`src/rtl/branch_rs_unit.sv`:
```
// Branch reservation station: holds in-flight conditional branches, snoops the CDB,
// resolves the oldest ready branch each cycle. Define BR_RS_PERF_EN for resolve/mispredict counters.
package branch_rs_pkg;
    localparam int RS_TAG_W = 4;
    typedef logic [RS_TAG_W-1:0] rs_tag_t;
    typedef logic [31:0]         word32_t;
    localparam rs_tag_t NO_VAL = '0;

    typedef enum logic [2:0] {
        BR_BEQ  = 3'd0,
        BR_BNE  = 3'd1,
        BR_BLT  = 3'd2,
        BR_BGE  = 3'd3,
        BR_BLTU = 3'd4,
        BR_BGEU = 3'd5
    } branch_op_t;

    typedef struct packed {
        rs_tag_t tag;
        word32_t val;
    } cdb_t;
endpackage

module branch_rs_unit
    import branch_rs_pkg::*;
#(
    parameter int NUM_ENTRIES = 4,
    parameter int BR_ID_W     = 4
) (
    input  logic               clk_i,
    input  logic               reset_i,
    input  cdb_t               cdb_i,
    input  logic               write_i,
    input  branch_op_t         branch_op_type_i,
    input  rs_tag_t            tag1_i,
    input  rs_tag_t            tag2_i,
    input  word32_t            val1_i,
    input  word32_t            val2_i,
    input  logic               br_taken_i,
    input  logic [BR_ID_W-1:0] br_id_i,
    input  logic               flush_i,
    output logic               full_o,
    output logic               resolve_valid_o,
    output logic [BR_ID_W-1:0] resolve_id_o,
    output logic               actual_taken_o,
    output logic               mispredict_o
`ifdef BR_RS_PERF_EN
    ,
    output logic [31:0]        perf_resolved_o,
    output logic [31:0]        perf_mispred_o
`endif
);
    localparam int RANK_W = $clog2(NUM_ENTRIES);

    logic [NUM_ENTRIES-1:0] valid_q;
    logic [RANK_W-1:0]      rank_q [NUM_ENTRIES];
    branch_op_t             op_q   [NUM_ENTRIES];
    rs_tag_t                tag1_q [NUM_ENTRIES];
    rs_tag_t                tag2_q [NUM_ENTRIES];
    word32_t                val1_q [NUM_ENTRIES];
    word32_t                val2_q [NUM_ENTRIES];
    logic                   pred_q [NUM_ENTRIES];
    logic [BR_ID_W-1:0]     id_q   [NUM_ENTRIES];

    logic [NUM_ENTRIES-1:0] ready;
    logic                   sel_found;
    logic [RANK_W-1:0]      sel_idx;
    logic [RANK_W-1:0]      sel_rank;
    logic [RANK_W-1:0]      alloc_idx;
    logic [RANK_W-1:0]      num_valid;
    logic                   sel_taken;
    logic                   do_write;

    function automatic logic eval_cond(branch_op_t op, word32_t a, word32_t b);
        case (op)
            BR_BEQ:  return a == b;
            BR_BNE:  return a != b;
            BR_BLT:  return $signed(a) <  $signed(b);
            BR_BGE:  return $signed(a) >= $signed(b);
            BR_BLTU: return a <  b;
            BR_BGEU: return a >= b;
            default: return 1'b0;
        endcase
    endfunction

    // NOTE: every combinational output gets a default before the loop so no latch is inferred;
    // blocking assignments are correct here because the block models pure logic.
    always_comb begin
        ready     = '0;
        sel_found = 1'b0;
        sel_idx   = '0;
        sel_rank  = '0;
        alloc_idx = '0;
        num_valid = '0;
        for (int i = NUM_ENTRIES - 1; i >= 0; i--) begin
            if (!valid_q[i]) alloc_idx = RANK_W'(i);
        end
        for (int i = 0; i < NUM_ENTRIES; i++) begin
            ready[i]  = valid_q[i] && (tag1_q[i] == NO_VAL) && (tag2_q[i] == NO_VAL);
            num_valid = num_valid + RANK_W'(valid_q[i]);
            if (ready[i] && (!sel_found || rank_q[i] < sel_rank)) begin
                sel_found = 1'b1;
                sel_idx   = RANK_W'(i);
                sel_rank  = rank_q[i];
            end
        end
    end

    // num_valid wraps when full, but it is only consumed when not full.
    assign full_o    = &valid_q;
    assign do_write  = write_i && !full_o && !flush_i;
    assign sel_taken = eval_cond(op_q[sel_idx], val1_q[sel_idx], val2_q[sel_idx]);

    always_ff @(posedge clk_i) begin
        if (!reset_i) begin
            valid_q         <= '0;
            resolve_valid_o <= 1'b0;
            resolve_id_o    <= '0;
            actual_taken_o  <= 1'b0;
            mispredict_o    <= 1'b0;
            for (int i = 0; i < NUM_ENTRIES; i++) rank_q[i] <= '0;
        end else if (flush_i) begin
            valid_q         <= '0;
            resolve_valid_o <= 1'b0;
            for (int i = 0; i < NUM_ENTRIES; i++) rank_q[i] <= '0;
        end else begin
            resolve_valid_o <= sel_found;
            if (sel_found) begin
                valid_q[sel_idx] <= 1'b0;
                resolve_id_o     <= id_q[sel_idx];
                actual_taken_o   <= sel_taken;
                mispredict_o     <= sel_taken != pred_q[sel_idx];
                for (int i = 0; i < NUM_ENTRIES; i++) begin
                    if (valid_q[i] && rank_q[i] > sel_rank) rank_q[i] <= rank_q[i] - 1'b1;
                end
            end
            if (do_write) begin
                valid_q[alloc_idx] <= 1'b1;
                rank_q[alloc_idx]  <= num_valid - RANK_W'(sel_found);
            end
        end
    end

    // NOTE: payload storage has no reset; it is only meaningful while the matching valid bit is set.
    always_ff @(posedge clk_i) begin
        for (int i = 0; i < NUM_ENTRIES; i++) begin
            if (valid_q[i] && cdb_i.tag != NO_VAL) begin
                if (tag1_q[i] == cdb_i.tag) begin
                    tag1_q[i] <= NO_VAL;
                    val1_q[i] <= cdb_i.val;
                end
                if (tag2_q[i] == cdb_i.tag) begin
                    tag2_q[i] <= NO_VAL;
                    val2_q[i] <= cdb_i.val;
                end
            end
        end
        if (do_write) begin
            op_q[alloc_idx]   <= branch_op_type_i;
            pred_q[alloc_idx] <= br_taken_i;
            id_q[alloc_idx]   <= br_id_i;
            if (tag1_i != NO_VAL && tag1_i == cdb_i.tag) begin
                tag1_q[alloc_idx] <= NO_VAL;
                val1_q[alloc_idx] <= cdb_i.val;
            end else begin
                tag1_q[alloc_idx] <= tag1_i;
                val1_q[alloc_idx] <= val1_i;
            end
            if (tag2_i != NO_VAL && tag2_i == cdb_i.tag) begin
                tag2_q[alloc_idx] <= NO_VAL;
                val2_q[alloc_idx] <= cdb_i.val;
            end else begin
                tag2_q[alloc_idx] <= tag2_i;
                val2_q[alloc_idx] <= val2_i;
            end
        end
    end

`ifdef BR_RS_PERF_EN
    // Counters survive flush; only reset clears them.
    always_ff @(posedge clk_i) begin
        if (!reset_i) begin
            perf_resolved_o <= '0;
            perf_mispred_o  <= '0;
        end else if (!flush_i && sel_found) begin
            if (perf_resolved_o != 32'hFFFF_FFFF) perf_resolved_o <= perf_resolved_o + 32'd1;
            if (sel_taken != pred_q[sel_idx] && perf_mispred_o != 32'hFFFF_FFFF)
                perf_mispred_o <= perf_mispred_o + 32'd1;
        end
    end
`endif

endmodule

```
`config.mk`:
```
export PLATFORM = sky130hd
export DESIGN_NAME = branch_rs_unit
export DESIGN_NICKNAME = d
export VERILOG_FILES = /design/src/rtl/branch_rs_unit.sv
export SDC_FILE = /design/constraint.sdc
export NUM_CORES = 1
export LEC_CHECK = 0
export ABC_AREA = 1
export CORE_ASPECT_RATIO = 1.5
export CORE_MARGIN = 2
export CORE_UTILIZATION = 47
export CTS_CLUSTER_SIZE = 8
export DETAILED_ROUTE_END_ITERATION = 8
export PLACE_DENSITY = 0.66
export SLEW_MARGIN = 20
export SYNTH_ARGS = -nofsm -noshare
export SYNTH_HDL_FRONTEND = slang
export SYNTH_SLANG_ARGS = --single-unit
```
`constraint.sdc`:
```
create_clock -name clk_i -period 14.03 [get_ports clk_i]
set_input_delay 1.403 -clock clk_i [delete_from_list [all_inputs] [get_ports clk_i]]
set_output_delay 1.403 -clock clk_i [all_outputs]
set_load 0.05 [all_outputs]
```
==> results.md <==
- Status: finished clean
- Via Count: between 10k and 15k
- Clock Path Buffers: 3
- Drt total wl: 46270 um
- Ys Warns: 0
- Pins Over Slew Limit: 0
- Dominant synthesized flop cell: edfxtp_1
- Post-synth top cells: o21ai_0 (340), edfxtp_1 (328), nand2_1 (294)
- Syn_area_per_cell: 10.41 um^2
- CP required: between 10 and 15 ns
- Total CTS buffers: between 40 and 50
- Via-per-instance ratio: ~5.9
- Initial antenna violation count: 0
- DRT Pass-1 Iters: 6
- Syn Std Cell Area: between 0.015 and 0.02 mm^2
- Nets: 1895
- Initial Util: 47.36%
- # fillers: between 3k and 4k
- Critical Path Most Common Cell: nand2_1
- DRT iter0 DRCs: approximately 1.2k
- Share of cells above drive strength 1: between 8 and 9%
- First-pass GRT wire length: between 70000 and 80000 um
- Wire length per cell: between 20 and 25 um
- Total Power: 2364 uW
- Largest net degree at the start of global routing: 78
- CP peak stage delay: 0.89 ns
- FMAX: approximately 120 MHz
- Number of cell rows: 85
- Synth area leaders: edfxtp_1 (58%), o21ai_0 (10%), nand2_1 (6.5%)
- # port buffers: about 130
- Fin util: 55.88%
- Fin. Hold Viols: 0
- Vias in the first global route: approximately 13k
- CTS root buf: clkbuf_16
- Skew final: around 0.013 ns
- Post-CTS Setup Inserts: 0
- Slew headroom: 33.89%
- Setup violations, final: 0
- Mapped Cells: 1626
- Max-Cap Viols: 0
- Routability Congestion: about 0.85
- Endpoint class of the critical path: register
- Fin Setup TNS: 0 ns
- Hold_ws: approximately 0.51 ns
- Buf/Inv on CP: 5
- Synth cell types: 45
- Die area: 0.03758 mm^2
- RSZ-0062 raised after global routing: false
- Mapped Nets: 1792
- Synth area leader: edfxtp_1
- CP Class: reg -> reg
- Max stage delay cell, worst path: inv_2
- Final min period: between 8 and 9 ns
- #FFs+latches synth: roughly 340
- Number of synthesized flops with an enable pin: 328
- Clk_lat worst skew: between 0.5 and 0.6 ns
- Crit path arrival time: 8.51 ns
- CTS tree: done
- Slew @ Worst Pin: between 0.9 and 1 ns
- CP Max Fanout: around 50
- Die width: 158.9 um
- CTS H-tree depth: 2
- Cts repair resizes: 0
- Cell with the most instances after synthesis: o21ai_0
- Hpwl dp: 28940 um
- Power per cell area: 118.4 mW/mm^2
- Area growth, synth to finish: 17.99%
- Post-synth ARST share: 0%
- Core footprint: 0.03573 mm^2
- Post-synth top area share: just under 60%
- Pleak: roughly 0.0074 uW
- Sequential area share after synthesis: 59.50%
- CTS Sinks: approximately 340
- # IOs: between 100 and 150
- ANT nets after route: 0
- Maximum vdd drop: between 0.00007 and 0.00008 V
- Fin crit share: a little under three fifths
- Drt drc: 0
- GRT Overall Usage: between 20% and 30%
- Hold Buf Count CTS: 0
- Reg clk slew, reported paths: about 0.05 ns
- Placed Area: about 0.019 mm^2
- Worst Hold Class: reg -> reg
- Final instance area: 0.01997 mm^2
- N_diodes: 0
- GR Overflow Total: 0
- Crit path max-delay family: simple AND/OR/NAND/NOR gates
- Die Y: approximately 240 um
- Critical Path Source Type: register
==> metal layers <==
metal | wire length (um) | vias up | track usage, %
met1 | 17920 | 6317 | 28.73
met2 | 24260 | 516 | 45.28
met3 | 2802 | 93 | 3.112
met5 | 0 | - | 0
li1 | - | 6165 | -
met4 | 1285 | 0 | 9.421
==> flip-flops by register name, summed over array words and instances (netlist names) <==
register / count
op_q: 12
rank_q: 8
valid_q: 4
resolve_id_o: 4
val2_q: 128
tag2_q: 16
mispredict_o: 1
pred_q: 4
actual_taken_o: 1
val1_q: 128
tag1_q: 16
id_q: 16
resolve_valid_o: 1
==> area by class of cell <==
type	instances	area, um^2	area share (%)
multi-input cells	1098	6211	31.10
inverters	97	365.4	1.830
clock inverters	3	25.02	0.1253
clock buffers	67	1294	6.479
flip-flops and latches	339	10070	50.43
repair buffers	145	1406	7.043
well taps	478	598.1	2.995
==> cell families (layout without fill, tap and decap cells) <==
| logic type | count (synthesis) | after routing | share of synthesized area (%) |
|---|---|---|---|
| AO/OA/AOI/OAI | 525 | 525 | 18.48 |
| AND/OR/NAND/NOR | 493 | 493 | 12.43 |
| flip-flops | 339 | 339 | 59.50 |
| buffers and inverters | 189 | 312 | 4.391 |
| adder cells (fa/ha/maj) | 46 | 46 | 3.445 |
| XOR/XNOR | 34 | 34 | 1.759 |
==> where the power goes <==
part	switching, uW	internal, uW
clock network	403	629
registers	6.23	1130
logic	117	76.7
==> layout by cell type (no fill, tap or decap), types with 18 or more instances in the layout <==
cell type and count:
edfxtp_1 328, nand3_1 31, a22o_1 30, buf_4 18
clkdlybuf4s50_1 127, clkbuf_16 49, nand2_1 290, o22ai_1 67
ha_1 45, clkbuf_1 18, a21oi_1 31, xnor2_1 18
inv_1 87, o21ai_0 337, nor2_1 100
==> per-stage QoR <==
step,cells,setup slack (ns)
6_report,2227,5.957
3_5_place_dp,2157,6.116
3_3_place_gp,2157,6.310
2_1_floorplan,1626,7.603
5_1_grt,2227,5.305
4_1_cts,2227,6.091
==> worst register-to-register path: cells and delay by family (launching register included) <==
kind,cells,cell delay [ns]
adders and majority gates,4,1.08
and+or+nand+nor,26,3.26
buffers and inverters,5,1.24
DFF,1,0.40
AOI/OAI and AO/OA,7,1.82
xor gates and xnor gates,1,0.19
==> final timing paths <==
check	slack (ns)	depth (start not counted)	endpoint	start
min	0.51	2	resolve_id_o[2]$_SDFFE_PN0P_	resolve_id_o[2]$_SDFFE_PN0P_
max	5.96	43	mispredict_o$_SDFFE_PN0P_	tag1_q[0][2]$_SDFFCE_PN0P_
max reg2reg	5.96	43	mispredict_o$_SDFFE_PN0P_	tag1_q[0][2]$_SDFFCE_PN0P_
min reg2reg	0.51	2	resolve_id_o[2]$_SDFFE_PN0P_	resolve_id_o[2]$_SDFFE_PN0P_
No activity file was read; power rests on OpenSTA's default activity.
